### src/rtl/bitadder_4fa.sv
// bitadder_4fa: registered 4-bit ripple-carry adder exposing every stage carry
//   in : clk, rst (sync, active-high), in_valid, a[3:0], b[3:0], cin
//   out: s_311[3:0], cout_311, w1, w2, w3 (stage carries), ovf (signed), out_valid

module bitadder_4fa_fa (
    input  logic i_a,
    input  logic i_b,
    input  logic i_c,
    output logic o_s,
    output logic o_c
);
    assign o_s = i_a ^ i_b ^ i_c;
    assign o_c = (i_a & i_b) | (i_a & i_c) | (i_b & i_c);
endmodule

module bitadder_4fa (
    input  logic       clk,
    input  logic       rst,
    input  logic       in_valid,
    input  logic [3:0] a,
    input  logic [3:0] b,
    input  logic       cin,
    output logic [3:0] s_311,
    output logic       cout_311,
    output logic       w1,
    output logic       w2,
    output logic       w3,
    output logic       ovf,
    output logic       out_valid
);
    logic [4:0] w_c;
    logic [3:0] w_s;
    logic [3:0] r_s;
    logic [3:1] r_w;
    logic       r_cout;
    logic       r_ovf;
    logic       r_valid;

    assign w_c[0] = cin;

    genvar i;
    generate
        for (i = 0; i < 4; i++) begin : g_fa
            bitadder_4fa_fa u_fa (
                .i_a(a[i]),
                .i_b(b[i]),
                .i_c(w_c[i]),
                .o_s(w_s[i]),
                .o_c(w_c[i+1])
            );
        end
    endgenerate

    // Inputs are only sampled under in_valid, so junk on a/b/cin never reaches the held result.
    always_ff @(posedge clk) begin
        if (rst) begin
            r_s     <= '0;
            r_w     <= '0;
            r_cout  <= 1'b0;
            r_ovf   <= 1'b0;
            r_valid <= 1'b0;
        end else begin
            r_valid <= in_valid;
            if (in_valid) begin
                r_s    <= w_s;
                r_w    <= w_c[3:1];
                r_cout <= w_c[4];
                r_ovf  <= w_c[3] ^ w_c[4];
            end
        end
    end

    assign s_311     = r_s;
    assign cout_311  = r_cout;
    assign w1        = r_w[1];
    assign w2        = r_w[2];
    assign w3        = r_w[3];
    assign ovf       = r_ovf;
    assign out_valid = r_valid;
endmodule

### config.mk
export PLATFORM = sky130hd
export DESIGN_NAME = bitadder_4fa
export DESIGN_NICKNAME = d
export VERILOG_FILES = /design/src/rtl/bitadder_4fa.sv
export SDC_FILE = /design/constraint.sdc
export NUM_CORES = 1
export LEC_CHECK = 0
export ABC_AREA = 1
export BUFFER_PORTS_ARGS = -buffer_cell sky130_fd_sc_hd__buf_2
export CAP_MARGIN = 20
export CORE_AREA = 2 2 39 41
export DETAILED_ROUTE_END_ITERATION = 6
export DIE_AREA = 0 0 41 43
export SYNTH_ARGS = -nofsm -noshare
export SYNTH_HDL_FRONTEND = slang
export SYNTH_SLANG_ARGS = --single-unit
### constraint.sdc
create_clock -name clk -period 6.2 [get_ports clk]
set_input_delay 0.62 -clock clk [delete_from_list [all_inputs] [get_ports clk]]
set_output_delay 0.62 -clock clk [all_outputs]
set_load 0.01 [all_outputs]
# After elaboration in Yosys (flattened, before gate mapping)
# Cells that the tools add are included.
# op_classes
bitwise_logic	29
# op_table
cell	n
1-bit AND	12
1-bit XOR	9
1-bit OR	8
# word_totals
elab_cells	34
reg_bits	10
output_inout_bits	10

# Longest topological paths before layout
# depth
ltp_word	13
mapped_depth	11
depth_no_buf	11

# Cells and area by module
# Synthesis repeated with hierarchy kept, for this count alone.
# hier_totals
hier_cells	50
area_unflattened_um2	459.2
# modules_own_cells
mod	cells_each	seq_area_each_um2	area_each_um2	n_inst
bitadder_4fa	46	200.2	379.1	1
bitadder_4fa_fa	1	0.0	20.0	4

# Least setup slack after synthesis
# Ideal clock, no wire load.
# synth_timing
kind	input to register
from	in a[0]
to	reg r_s[3], in the netlist s_311[3]
setup_slack_ps	3840
required_time_ps	6130
t_arrival_ps	2291
cell_stages	8
n_path_buf	0
setup_ps	70
path_cell_list	inv_1 > fa_1 > inv_1 > fa_1 > fa_1 > inv_1 > fa_1 > a21oi_1
# synth_via
elab_chain_cells	10
word_cells_on_any_way	13
cone_classes	13 x bitwise
# synth_rtl
element	line	source
from (decl)	20	input logic [3:0] a,
1-bit AND	13	assign o_c = (i_a & i_b) | (i_a & i_c) | (i_b & i_c);
1-bit OR * (2 in a row)	13	
net g_fa[0].u_fa.o_c	10	output logic o_c
1-bit AND	13	
1-bit OR	13	
1-bit OR *	13	
net g_fa[1].u_fa.o_c	10	
1-bit AND	13	
1-bit OR	13	
1-bit OR *	13	
net g_fa[2].u_fa.o_c	10	
1-bit XOR *	12	assign o_s = i_a ^ i_b ^ i_c;
to (signal assigned)	65	r_s <= w_s;
to (decl)	33	logic [3:0] r_s;
# The timed path passes the listed nets; every way through them passes the cells marked *.
# A chain may end at the register's enable or synchronous reset.

# Final worst setup path
# Ends and elaborated chain as after synthesis.

==> flow_summary.toml <==
[timing]
fin_crit_sh_pct = 37.0
grt_setup_unrepaired = "false"
maxSlewViolCount = 0
fmax_mhz = 436
worst_pin_slew_ns = 0.234
setup-tns-final_ns = 0
maxSlewHeadroom_pct = 84.4
skew_ns = 0
hold_viol_final = 0
finalSetupViolations = 0
period_minus_slack_ns = 2.29

[layout]
fin_cells = 94
layout-drive-gt1-share_pct = 37.2
diodes = 0
area_delta_synth_final_pct = 32.1
nNetsFinal = 95

[die]
die_area_um2 = 1760
coreArea_um2 = 1380
io_pins = 22
die_h_um = 43
die_w_um = 41
fp-row-count = 14
start_util_pct = 33.8

[power_and_ir_drop]
p_total_mw = 0.161
vdd_drop_max_v = 0.000104
leakagePower_nw = 0.333
power_density_nw_per_um2 = 261

[routing]
met2_length_um = 464
wirelength_um = 953
ant_nets = 0
drt_iter0_drc = 2
route.met3.wl_um = 64
met1Wirelength_um = 378
wire_per_inst_um = 10.1
top_layer = "met4"
drc_errors = 0
vias_per_cell = 4.37
route.vias.total = 411
drt_pre_antenna_iters = 3

[worst_setup_path]
cp_slowest_stage_delay_ns = 0.43
rr_startpoint = "ovf$_SDFFE_PP0P_"
required_ns = 6.41
rr_worst_depth = 4
crit_chain = "buf_2, inv_1, fa_1, inv_1, fa_1, fa_1, inv_1, fa_1, a21oi_1"
slowest_stage = "fa_1"
worstSetupEndpoint = "s_311[3]$_SDFFE_PP0P_"
rr_endpoint = "ovf$_SDFFE_PP0P_"
crit_fanout = 3
path_common_cell = "fa_1"
critical_path_class = "input port to flop"
crit_path_start = "a[0]"
arrival_ns = 2.50
start_kind = "input port"
reg2reg_slack_ns = 5.56
end_kind = "flop"

[yosys]
synth_edf_count = 0
ys_ff_latch = 10
synth_warnings = 0
yosysTopAreaCellShare_pct = 42.8
netlist_instances = 54
yosys.area.top_type = "dfxtp_1"
syn_area_per_cell_um2 = 8.67
synth_common_cells = "dfxtp_1, inv_1, nor2_1"
synthArstFlopShare_pct = 0
ys_types = 14
synth_area_leaders = "dfxtp_1, fa_1, inv_1, nor2_1, nand2_1"
syn_nets = 70
ys.flop_type = "dfxtp_1"
ys_seq_area_share_pct = 42.8
netlist_area_um2 = 468

[cts]
postCtsSetupRepairBufs = 0
clk_pin_slew_ns = 0.07
ctsRootBufferMaster = "clkbuf_4"
cts.sinks = 10
tritoncts = "built"
insertion_delay_ns = 0.27
h-tree-depth = 1
clk_path_buf_depth = 2
cts_resized = 0
cts_hold_buf = 0
cts_buffers = 3

[grt]
grt_max_degree = 13
antenna_found_initial = 0
grt_pass1_vias = 355
grt_pass1_wl_um = 1490
grt_usage_pct = 13.4
grt_overflow = 0

[placed_design]
finalWeightedCongestion = 0.700
dp_hpwl_um = 757
port_buffers = 21
place_inst = 90

[min_path]
min_from = "r_w[3]$_SDFFE_PP0P_"
hp-class = "flop to flop"

[job]
cap_violations = 0

[status]
outcome = "complete, no violations"
-- flip-flops by register name, indices dropped and copies added, names as in the netlist --
| signal | flops |
|---|---|
| ovf | 1 |
| cout_311 | 1 |
| s_311 | 4 |
| r_w | 3 |
| out_valid | 1 |
-- layer usage --
layer  global-route usage, %  vias up
met5                       0        -
met4                    12.0        0
met3                    5.24        5
met2                    19.4       14
met1                    14.0      181
li1                        -      211
-- stage by stage --
step | utilization [%] | instance area, um^2 | hold slack, ns | setup WS [ns]
after global routing | 44.7 | 618 | 0.490 | 3.74
final | 44.7 | 618 | 0.462 | 3.91
after detailed placement | 42.0 | 582 | 0.459 | 3.62
after floorplan | - | 468 | 0.477 | 3.84
after CTS | 44.7 | 618 | 0.467 | 3.90
after global placement | 42.0 | 582 | 0.453 | 3.65
-- layout by cell type, fill, tap and decap left out --
cell type / count
buf_2: 21
inv_1: 10
dfxtp_1: 10
nor2_1: 9
nand2_1: 6
a21oi_1: 4
fa_1: 4
o21ai_0: 3
clkbuf_4: 3
o21ai_1: 2
nand3_1: 1
inv_2: 1
nor2_4: 1
o21ai_2: 1
a21oi_2: 1
clkbuf_8: 1
-- layout make-up --
cell class	instances	area (um^2)
clock buffer	4	36.3
sequential	10	200
timing repair buffer	21	105
tap	16	20.0
multi-input combinational	32	215
fill	154	766
inverter	11	41.3
-- critical path: cells and delay by family --
kind	cells	cell delay [ns]
compound gates	1	0.14
fa+ha+maj	4	1.43
buf+inv	4	0.31
-- kinds of logic (layout without fill, tap and decap cells) --
| family | after synthesis | count (layout) | synth area share [%] |
|---|---|---|---|
| flops | 10 | 10 | 42.8 |
| fa+ha+maj | 4 | 4 | 17.1 |
| buf+inv | 12 | 36 | 11.2 |
| simple gates | 17 | 17 | 15.5 |
| compound gates | 11 | 11 | 13.4 |
-- worst min-delay path by stage --
stage,endpoint,slack [ns],depth (start not counted)
finish,r_w[3]$_SDFFE_PP0P_,0.46,2
global route,r_w[3]$_SDFFE_PP0P_,0.49,2
CTS,r_w[3]$_SDFFE_PP0P_,0.47,2
detailed placement,r_w[3]$_SDFFE_PP0P_,0.46,2
global placement,r_w[3]$_SDFFE_PP0P_,0.45,2
floorplan,r_w[3]$_SDFFE_PP0P_,0.48,2
-- report_power, final --
group / leakage, nW / switching, mW / internal, mW
logic: 0.229 / 0.0172 / 0.0135
registers: 0.0831 / 0.00227 / 0.0696
clock network: 0.0210 / 0.0232 / 0.0357
No activity file was read; power rests on OpenSTA's default activity.
